`src/rtl/fir_tap_feeder.sv`:
```
// Serial-to-window feeder for the 6-tap combinational FIR datapath, with a
// registered valid/ready result stage (tap window -> output register).
module fir_tap_feeder #(
  parameter int unsigned WIDTH     = 16,
  parameter int unsigned RES_WIDTH = 35,
  parameter bit          PRIME     = 1'b0,
  parameter bit          FLUSH     = 1'b1
) (
  input  logic                 clk,
  input  logic                 rst,
  input  logic                 s_valid,
  output logic                 s_ready,
  input  logic [WIDTH-1:0]     s_data,
  input  logic                 s_last,
  output logic [WIDTH-1:0]     tap_0,
  output logic [WIDTH-1:0]     tap_1,
  output logic [WIDTH-1:0]     tap_2,
  output logic [WIDTH-1:0]     tap_3,
  output logic [WIDTH-1:0]     tap_4,
  output logic [WIDTH-1:0]     tap_5,
  input  logic [RES_WIDTH-1:0] dp_result,
  output logic                 m_valid,
  input  logic                 m_ready,
  output logic [RES_WIDTH-1:0] m_data,
  output logic                 m_last,
  output logic                 busy,
  output logic                 short_blk
);

  typedef enum logic [1:0] {
    ST_IDLE,
    ST_FILL,
    ST_RUN,
    ST_FLUSH
  } state_t;

  state_t           state, state_nxt;
  logic [WIDTH-1:0] taps [6];
  logic             win_valid, win_last;
  logic [2:0]       fill_cnt, fill_nxt;
  logic [2:0]       flush_cnt, flush_nxt;

  logic load_out, shift_ok, accept;
  logic shift, shift_zero, shift_fresh, shift_valid, shift_last;
  logic clr_taps, short_nxt;

  assign load_out = win_valid && (!m_valid || m_ready);
  assign shift_ok = !win_valid || load_out;
  assign s_ready  = (state != ST_FLUSH) && shift_ok && !rst;
  assign accept   = s_valid && s_ready;
  assign busy     = (state != ST_IDLE);

  assign tap_0 = taps[0];
  assign tap_1 = taps[1];
  assign tap_2 = taps[2];
  assign tap_3 = taps[3];
  assign tap_4 = taps[4];
  assign tap_5 = taps[5];

  always_comb begin
    state_nxt   = state;
    fill_nxt    = fill_cnt;
    flush_nxt   = flush_cnt;
    shift       = 1'b0;
    shift_zero  = 1'b0;
    shift_fresh = 1'b0;
    shift_valid = 1'b0;
    shift_last  = 1'b0;
    clr_taps    = 1'b0;
    short_nxt   = 1'b0;

    case (state)
      ST_IDLE: begin
        if (accept) begin
          if (PRIME) begin
            if (s_last && !FLUSH) begin
              short_nxt = 1'b1;
              clr_taps  = 1'b1;
            end else begin
              shift       = 1'b1;
              shift_fresh = 1'b1;
              fill_nxt    = s_last ? 3'd0 : 3'd1;
              state_nxt   = s_last ? ST_FLUSH : ST_FILL;
            end
          end else begin
            shift       = 1'b1;
            shift_fresh = 1'b1;
            shift_valid = 1'b1;
            if (s_last) begin
              if (FLUSH) state_nxt = ST_FLUSH;
              else       shift_last = 1'b1;
            end else begin
              state_nxt = ST_RUN;
            end
          end
        end else if (shift_ok) begin
          // taps are cleared only once the final window has left the window stage
          clr_taps = 1'b1;
        end
      end

      ST_FILL: begin
        if (accept) begin
          if (fill_cnt == 3'd5) begin
            shift       = 1'b1;
            shift_valid = 1'b1;
            fill_nxt    = 3'd0;
            if (s_last) begin
              if (FLUSH) begin
                state_nxt = ST_FLUSH;
              end else begin
                state_nxt  = ST_IDLE;
                shift_last = 1'b1;
              end
            end else begin
              state_nxt = ST_RUN;
            end
          end else if (s_last) begin
            fill_nxt = 3'd0;
            if (FLUSH) begin
              shift     = 1'b1;
              state_nxt = ST_FLUSH;
            end else begin
              clr_taps  = 1'b1;
              short_nxt = 1'b1;
              state_nxt = ST_IDLE;
            end
          end else begin
            shift    = 1'b1;
            fill_nxt = fill_cnt + 3'd1;
          end
        end
      end

      ST_RUN: begin
        if (accept) begin
          shift       = 1'b1;
          shift_valid = 1'b1;
          if (s_last) begin
            if (FLUSH) begin
              state_nxt = ST_FLUSH;
            end else begin
              state_nxt  = ST_IDLE;
              shift_last = 1'b1;
            end
          end
        end
      end

      ST_FLUSH: begin
        if (shift_ok) begin
          shift       = 1'b1;
          shift_zero  = 1'b1;
          shift_valid = 1'b1;
          if (flush_cnt == 3'd4) begin
            flush_nxt  = 3'd0;
            shift_last = 1'b1;
            state_nxt  = ST_IDLE;
          end else begin
            flush_nxt = flush_cnt + 3'd1;
          end
        end
      end

      default: state_nxt = ST_IDLE;
    endcase
  end

  always_ff @(posedge clk) begin
    if (rst) begin
      state     <= ST_IDLE;
      fill_cnt  <= '0;
      flush_cnt <= '0;
      taps      <= '{default: '0};
      win_valid <= 1'b0;
      win_last  <= 1'b0;
      m_valid   <= 1'b0;
      m_data    <= '0;
      m_last    <= 1'b0;
      short_blk <= 1'b0;
    end else begin
      state     <= state_nxt;
      fill_cnt  <= fill_nxt;
      flush_cnt <= flush_nxt;
      short_blk <= short_nxt;

      if (clr_taps) begin
        taps <= '{default: '0};
      end else if (shift) begin
        for (int unsigned k = 1; k < 6; k++) begin
          taps[k] <= shift_fresh ? '0 : taps[k-1];
        end
        taps[0] <= shift_zero ? '0 : s_data;
      end

      if (shift) begin
        win_valid <= shift_valid;
        win_last  <= shift_last;
      end else if (load_out) begin
        win_valid <= 1'b0;
        win_last  <= 1'b0;
      end

      if (load_out) begin
        m_valid <= 1'b1;
        m_data  <= dp_result;
        m_last  <= win_last;
      end else if (m_ready) begin
        m_valid <= 1'b0;
        m_last  <= 1'b0;
      end
    end
  end

endmodule

```
`config.mk`:
```
export PLATFORM = sky130hd
export DESIGN_NAME = fir_tap_feeder
export DESIGN_NICKNAME = d
export VERILOG_FILES = /design/src/rtl/fir_tap_feeder.sv
export SDC_FILE = /design/constraint.sdc
export NUM_CORES = 1
export LEC_CHECK = 0
export CORE_ASPECT_RATIO = 2
export CORE_MARGIN = 4
export CORE_UTILIZATION = 47
export CTS_BUF_LIST = sky130_fd_sc_hd__clkbuf_4 sky130_fd_sc_hd__clkbuf_8 sky130_fd_sc_hd__clkbuf_16
export CTS_CLUSTER_DIAMETER = 150
export DETAILED_ROUTE_END_ITERATION = 12
export HOLD_SLACK_MARGIN = 0.05
export PLACE_DENSITY = 0.85
export RECOVER_POWER = 25
export SLEW_MARGIN = 20
export SYNTH_ARGS = -nofsm -noshare
export SYNTH_HDL_FRONTEND = slang
export SYNTH_SLANG_ARGS = --single-unit
export TNS_END_PERCENT = 100
```
`constraint.sdc`:
```
create_clock -name clk -period 4.15 [get_ports clk]
set_clock_uncertainty 0.1 [all_clocks]
set_input_delay 1.245 -clock clk [delete_from_list [all_inputs] [get_ports clk]]
set_output_delay 1.245 -clock clk [all_outputs]
set_load 0.1 [all_outputs]
```
---- Word level (Yosys, flattened, before mapping) ----
Index checks and enable logic that the tools add are counted.
operators by class
  reductions and logical operators ........ 19
  muxes and demuxes ....................... 37
  $add $sub $neg .......................... 2
  equality and inequality tests ........... 11
operator list
  cell                 count
  $mux 16              6
  $mux 1               17
  $mux 2               7
  $ne 2x2->1 const B   6
  $mux 3               3
  $pmux 2 s4           1
  $add 3x1->3 const B  2
  $eq 3x3->1 const B   2
  $reduce_bool 2->1    3
  $reduce_and 5->1     1
  $eq 2x2->1 const B   2
  $logic_and 1x1->1    4
  $pmux 1 s2           2
  $reduce_and 2->1     2
  $reduce_or 2->1      2
  $logic_not 1->1      3
  $pmux 1 s3           1
  $reduce_or 3->1      1
  $eq 2x1->1 const B   1
  $logic_not 2->1      1
  $logic_or 1x1->1     2
storage, ports and cells
  bits of input ports ..................... 56
  logic and storage cells ................. 83
  output and inout bits ................... 136
  flip-flop bits (word level) ............. 143

---- Logic depth before layout (Yosys ltp) ----
  depth in word-level cells ............... 10
  gate-level depth with buffers ........... 7
  mapped depth without buffers ............ 6

---- Worst setup path after synthesis ----
Ideal clock, no wire load.
  path type ............................... input to output
  start ................................... input rst
  end ..................................... output s_ready
  cell stages on the path ................. 3
  slack ................................... -0.867 ns
  data required time ...................... 2.805 ns
  arrival ................................. 3.672 ns
  path buffers ............................ 2
  cells stage by stage .................... buf_2 > clkbuf_1 > nor3_1
on the way
  word-level cells in the longest chain between the ends .. 2
ends and longest elaborated chain
  item               RTL line  source
  start, declared    10        input logic rst,
  $logic_not 1->1    49        assign s_ready = (state != ST_FLUSH) && shift_ok && !rst;
  $logic_and 1x1->1  49
  end, declared      12        output logic s_ready,
Every way passes these cells.

---- Worst setup path after layout ----
  start ................................... input m_ready
  end ..................................... output s_ready
on the way
  word-level cells in the longest chain between the ends .. 5
ends and longest elaborated chain
  item                             RTL line  source
  start, declared                  23        input logic m_ready,
  $logic_or 1x1->1                 47        assign load_out = win_valid && (!m_valid || m_ready);
  $logic_and 1x1->1                47
  $logic_or 1x1->1                 48        assign shift_ok = !win_valid || load_out;
  $logic_and 1x1->1 (2 in series)  49
Every way passes these cells.

==> metrics.yaml <==
num_rows: 53
number_of_synthesized_flops_with_an_enable_pin: 0
critPathCaptureType: "primary output"
timing_worst_slew_pin_value_ns: 1.44
area_growth_pct: 46.6
cts.root.buffer_cell: "clkbuf_16"
clock_tree.htree_level_count: 4
yosys_register_bits: 143
synth_top_area_share_pct: 55.6
holdBufCountCts: 0
synth_cell_type_count: 35
clock_sinks: 143
fmaxAchievable_ghz: 0.257
final_hold_viol_count: 0
rsz_0062_raised_after_global_routing: "false"
cts_tree: "done"
routabilityCongestion: 0.807
dp_hpwl_um: 11000
coreArea_sq_um: 10600
peakVddDrop_v: 0.000345
pin_count_of_the_biggest_net_entering_global_routing: 81
synth.largest_area_cell: "dfxtp_1"
die-height_um: 156
vias_per_cell: 5.13
num-nets-final: 876
timing.final.crit_period_ns: 3.88
first_pass_iters: 4
leakage_power_nw: 2.50
postSynth.topFlopCell: "dfxtp_1"
ys_seq_area_share_pct: 55.6
drc_errors: 0
required_ns: 2.80
worst-path-max-fanout: 4
boundaryPins: 192
clock_transition_at_the_register_clock_pins_on_the_worst_setup_and_hold_paths_after_cts_ns: 0.06
cts-buffers-inserted: 17
antenna_left: 0
n_antenna_cell: 0
die_ar_sq_um: 12800
initial_core_util_pct: 48.5
place_area_sq_um: 7070
hold_slack_ns: 0.355
via_count: 4953
yosys_warnings: 0
power_density_nw_per_um2: 441
maxCapViolations: 0
netlist_instances: 646
worst_skew_pair.late_latency_ns: 0.41
grtUsageTotal_pct: 24.2
final_min_period_over_clock_period_pct: 93.6
number_of_antenna_violations_at_the_first_check_in_global_routing: 0
postSynth.asyncResetShare_pct: 0
max_buffers_root_to_sink: 2
final-max-slew-violation-count: 0
postCtsResizedCells: 0
arrival_ns: 2.54
outcome: "finished, final reports clean"
postLayoutCellArea_sq_um: 7550
final-setup-viol-count: 0
mappedNetlistArea_sq_um: 5150
first_iter_violations: 247
synth.area.top_cells: "dfxtp_1, nand2_1, a21oi_1"
first_global_vias: 4902
cts_post_setup_buffers_inserted: 0
die-width_um: 82.0
layout_cells_sized_above_1_pct: 5.31
power_mw: 3.33
drt-total-wl_um: 15100
fin_setup_tns_ns: 0
grt_pass1_wl_um: 23800
grt_overflow: 0
routedWlPerCell_um: 15.6
port_buffers: 190
syn-num-nets: 706
worst_setup_path_start_kind: "primary input"
min-delay-path-class: "reg2reg"
timing.slew.headroom_pct: 3.82
syn_avg_cell_area_sq_um: 7.97
timing_worst_setup_path_type: "in2out"
-- path summary, 6_finish.rpt --
path	slack [ns]	cells after the start	from	end
min	0.36	2	m_data[0]	m_data[0]
max reg2reg	1.49	5	state[1]	tap_5[11]
min reg2reg	0.36	2	m_data[0]	m_data[0]
max	0.27	4	m_ready	s_ready
-- layout make-up --
class	instances	area, sq um
clock inverters	14	145
inverters	4	15.0
clock buffers	18	439
multi-input cells	454	2040
flip-flops and latches	143	2860
repair buffers	196	1880
fillers	836	3060
well taps	137	171
-- cells by family after synthesis --
family	Yosys count	share of synthesized area, %
buffers and inverters	49	4.81
adders and majority gates	4	0.972
other	1	0.0728
and+or+nand+nor	297	23.4
AOI/OAI and AO/OA	151	15.0
DFF	143	55.6
xor gates and xnor gates	1	0.170
-- synth_stat cells, types with 2 or more instances --
cell        n
nand2_1   271
dfxtp_1   143
buf_2      24
clkbuf_1   11
ha_1        4
and2_1      2
buf_4       9
nor2_1      2
nand3_1     2
o21ai_0     3
a21oi_1   142
inv_1       4
nor3_1      6
or4_1       2
-- cells in the final DEF, fill, tap and decap left out, drive strengths merged, types with 2 or more instances in the layout --
cell type,instances
nand3,2
buf,7
dfxtp,143
nor3,6
clkdlybuf4s50,172
nand3b,2
a21oi,142
or4,2
clkbuf,34
nand2,271
and2,3
clkinv,2
inv,13
clkinvlp,2
ha,4
o21ai,4
nor2,2
-- worst max-delay path: stages --
cell	delay [ns]
dlygate4sd3_1	0.59
and3b_1	0.28
nor3_4	0.22
buf_12	0.20
-- per-layer routing --
layer  vias up  GRT usage (%)  wire (um)  share of wire [%]
li1       2436              -          -                  -
met1      2284           24.2       5240                 35
met2       197           44.4       8370                 55
met3        36           6.59        920                6.1
met4         0           11.4        579                3.8
met5         -              0          0                  0
-- state kept, by name (all words and copies together) (netlist names) --
name	count
tap_2	16
flush_cnt	3
tap_1	16
fill_cnt	3
state	2
tap_4	16
tap_0	16
win_last	1
m_last	1
m_data	35
m_valid	1
win_valid	1
tap_3	16
tap_5	16
-- report_power, final --
group          internal (mW)  switching, mW  total [mW]
Sequential              1.40         0.0180        1.42
Clock                  0.864          0.618        1.48
Combinational          0.114          0.314       0.428
Total                   2.38          0.950        3.33
-- per-stage QoR --
step	cells	util [%]	setup slack [ns]
after floorplan	646	-	0.376
after global placement	934	66.7	0.357
after detailed placement	934	66.7	0.327
after CTS	966	72.2	0.332
after global routing	966	71.2	0.231
final	966	71.2	0.265
Power figures use the tool's default switching activity.
==> RTL change 1, RTL diff (same settings) <==
Re-encode `state_t` (4 states) as Gray code, 2 bits wide.
--- a/src/rtl/fir_tap_feeder.sv
+++ b/src/rtl/fir_tap_feeder.sv
@@ -30,6 +30,6 @@
   typedef enum logic [1:0] {
-    ST_IDLE,
-    ST_FILL,
-    ST_RUN,
-    ST_FLUSH
+    ST_IDLE  = 2'b00,
+    ST_FILL  = 2'b01,
+    ST_RUN   = 2'b11,
+    ST_FLUSH = 2'b10
   } state_t;
Formal check against the unedited RTL: no difference found for any inputs over 4 cycles, from zero or initial values and one cycle with rst high; so few cycles prove little.
==> RTL change 1 against the unedited design <==
The flow now finishes with violations (max-capacitance violations, max-slew violations). Setup slack gained 0.16 ns. First-iteration DRC count grew 5.3%. Routed wire length grew 2.3%. Final area grew 1.3%. Area after synthesis grew 1.4%. Critical path depth is the same. Sequential cell count is the same. Largest cell class unchanged.
Power is not compared: it rests on default switching activity, and its combinational part moved more than twofold at a synthesized area within 25%.
==> RTL change 1: results (changes against the unedited design) <==
* Outcome: finished with violations
* Failing checks: max-capacitance violations, max-slew violations
* Via count at 5074 (+2.4%)
* Vias in the first global route at 5008 (+2.2%)
* Worst-path maximum fanout at 3 (-1)
* Min-Delay Startpoint: tap_5[11]
* Layout cell share with drive strength beyond 1 at 0.0511 (-0.00201)
* Post-Place Cells at 950 (+1.7%)
* DP Worst Slack at 0.533 ns (+0.207 ns)
* Register-to-register setup slack at 1.59 ns (+0.10 ns)
* Post-Synthesis Cells at 657 (+1.7%)
* Placed Instance Area at 0.00715 mm^2 (+1.1%)
* Finished Layout Cells at 982 (+1.7%)
* Worst setup margin at 0.422 ns (+0.156 ns)
* Max-Cap Viols at 1 (+1)
* Crit path DAT at 2.38 ns (-0.16 ns)
* GRT Overall Usage at 0.244 (+0.00246)
* Synth cell count leaders: nand2_1, dfxtp_1, a21oi_1
* Final Total Pwr at 4050 uW
* Final Max Slew Viols at 37 (+37)
* Worst reg2reg path depth at 6 (+1)
* Routability Congestion at 0.838 (+3.9%)
* Largest cells by area after synthesis: dfxtp_1, nand2_1, a21oi_1
* First-pass GRT wire length at 24200 um (+1.6%)
* Cell variety after synth at 37 (+5.7%)
* Sequential fraction of the synthesis area at 0.548 (-0.00772)
* Syn_nets at 722 (+2.3%)
* Fin nets at 894 (+2.1%)
## RTL change 1: logic make-up (layout without fill, tap and decap cells)
kind of cell,count (synthesis),count (layout),synth area share
other cells,1,1,0.000718
flops,143,143,0.548
buf+inv,52,237,0.0443
fa+ha+maj,9,9,0.0216
compound gates,154,154,0.155
simple gates,298,298,0.230
## RTL change 1: layout make-up
class	count	area share
tap	140	0.0229
clock buffer	20	0.0594
multi-input combinational	462	0.276
clock inverter	12	0.0209
sequential	143	0.374
inverter	8	0.00392
timing repair buffer	197	0.243
## RTL change 1: metal layers
metal | routed length [um] | share of wire | up-vias | global-route usage
li1 | - | - | 2477 | -
met1 | 5380 | 0.35 | 2352 | 0.250
met2 | 8610 | 0.56 | 206 | 0.447
met3 | 888 | 0.057 | 39 | 0.0596
met4 | 578 | 0.037 | 0 | 0.116
met5 | 0 | 0 | - | 0
## RTL change 1: worst max path at each step
stage                          to
after floorplan           s_ready
after global placement    s_ready
after detailed placement  s_ready
after CTS                 s_ready
after global routing      s_ready
final                     s_ready
==> RTL change 2, RTL diff (config.mk and constraints unchanged) <==
Made on the original files. Change the parameter `WIDTH` from 16 to 32.
--- a/src/rtl/fir_tap_feeder.sv
+++ b/src/rtl/fir_tap_feeder.sv
@@ -3,3 +3,3 @@
 module fir_tap_feeder #(
-  parameter int unsigned WIDTH     = 16,
+  parameter int unsigned WIDTH     = 32,
   parameter int unsigned RES_WIDTH = 35,
Interface: changed (7 resized); port bits go from 192 to 304. The function was not compared with the original's and may differ.
==> RTL change 2 against the unedited design <==
Global-route usage is 0.94 points lower. Final area is 56% higher. Routed wire length is 62% higher. Critical path depth stayed put. Hold slack worse by 0.0057 ns. Total power is 45% higher. Area after synthesis is 64% higher. Setup slack worse by 0.039 ns. Sequential cell count is 96 higher. Combinational power is 32% higher. Via count is 58% higher.
==> RTL change 2: results (changes against the unedited design) <==
* CTS Buf Count at 21 (+4)
* Met1 Resource Use GR at 0.240 (-0.00201)
* Register-to-register setup slack at 1.60 ns (+0.11 ns)
* First-pass GRT wire length at 37600 um (+58%)
* Sequential fraction of the synthesis area at 0.568 (+0.0119)
* H-tree depth at 1 (-3)
* VDD IR max at 0.389 mV (+13%)
* Routed wl met3 at 1770 um (+92%)
* Worst hold endpoint: tap_5[1]
* Via count at 7834 (+58%)
* Cell variety after synth at 34 (-2.9%)
* Clock Latency Late Sink at 0.49 ns (+0.08 ns)
* CTS max path bufs at 3 (+1)
* Internal at 3580 uW (+51%)
* Crit path DAT at 2.58 ns (+0.04 ns)
* Layout cell share with drive strength beyond 1 at 0.0390 (-0.0140)
* Post-DP HPWL at 17400 um (+59%)
* Hold WS at 0.350 ns (-0.00565 ns)
* Routability Congestion at 0.825 (+2.2%)
* I/O Buffers at 302 (+59%)
* Outcome: completed
* Synth cell count leaders: nand2_1, dfxtp_1, a21oi_1
* Met3 Track Usage GR at 0.0604 (-0.00545)
* Min-Delay Startpoint: tap_5[1]
* Fin nets at 1397 (+59%)
* 1st-iter DRT viols at 342 (+38%)
* Leak at 0.00380 uW (+52%)
* WL met2 at 13000 um (+56%)
* Syn_nets at 1137 (+61%)
* Largest net degree at the start of global routing at 106 (+31%)
* Grt met2 use at 0.420 (-0.0239)
* Max-slew headroom at 0.0102 (-0.0280)
* DP Worst Slack at 0.297 ns (-0.0291 ns)
* M1 WL at 8390 um (+60%)
## RTL change 2: changes by cell type after synthesis, moves of 3 or more
cell | unedited run | this run
a21oi_1 | 142 | 238
buf_2 | 24 | 37
buf_4 | 9 | 12
clkbuf_1 | 11 | 26
dfxtp_1 | 143 | 239
nand2_1 | 271 | 463
## RTL change 2: final cells by class
cell class	count	area, um^2
fill	1447	5890
inverter	4	15.0
multi-input combinational	742	3240
timing repair buffer	313	2820
sequential	239	4780
clock buffer	30	631
clock inverter	4	48.8
tap	213	267
## RTL change 2: worst max-delay path: cells and delay by family
family,cells,cell delay [ns]
buffers and inverters,2,0.80
AND/OR/NAND/NOR,2,0.52
## RTL change 2: worst max-delay path by stage
stage	endpoint	cells past startpoint
after CTS	s_ready	4
after global placement	s_ready	4
after detailed placement	s_ready	4
final	s_ready	4
after global routing	s_ready	4
after floorplan	s_ready	2
## RTL change 2: power by group through the flow
stage	logic, uW	clock network [uW]	registers (uW)
after floorplan	191	0	2610
after global placement	570	0	2400
after detailed placement	573	0	2400
after CTS	576	1970	2350
after global routing	596	2050	2350
final	565	1930	2350
## RTL change 2: cell families (layout without fill, tap and decap cells)
group                      Yosys count  count (layout)  share of synthesized area
and+or+nand+nor                    489             489                      0.228
AOI/OAI and AO/OA                  247             247                      0.150
adders and majority gates            4               4                    0.00594
DFF                                239             239                      0.568
other                                1               1                   0.000445
buffers and inverters               80             351                     0.0474
xor gates and xnor gates             1               1                    0.00104
## RTL change 2: stage by stage
stage / instances / instance area (um^2)
CTS: 1545 / 12000
global route: 1545 / 11800
detailed placement: 1511 / 11400
floorplan: 1061 / 8430
global placement: 1511 / 11400
finish: 1545 / 11800
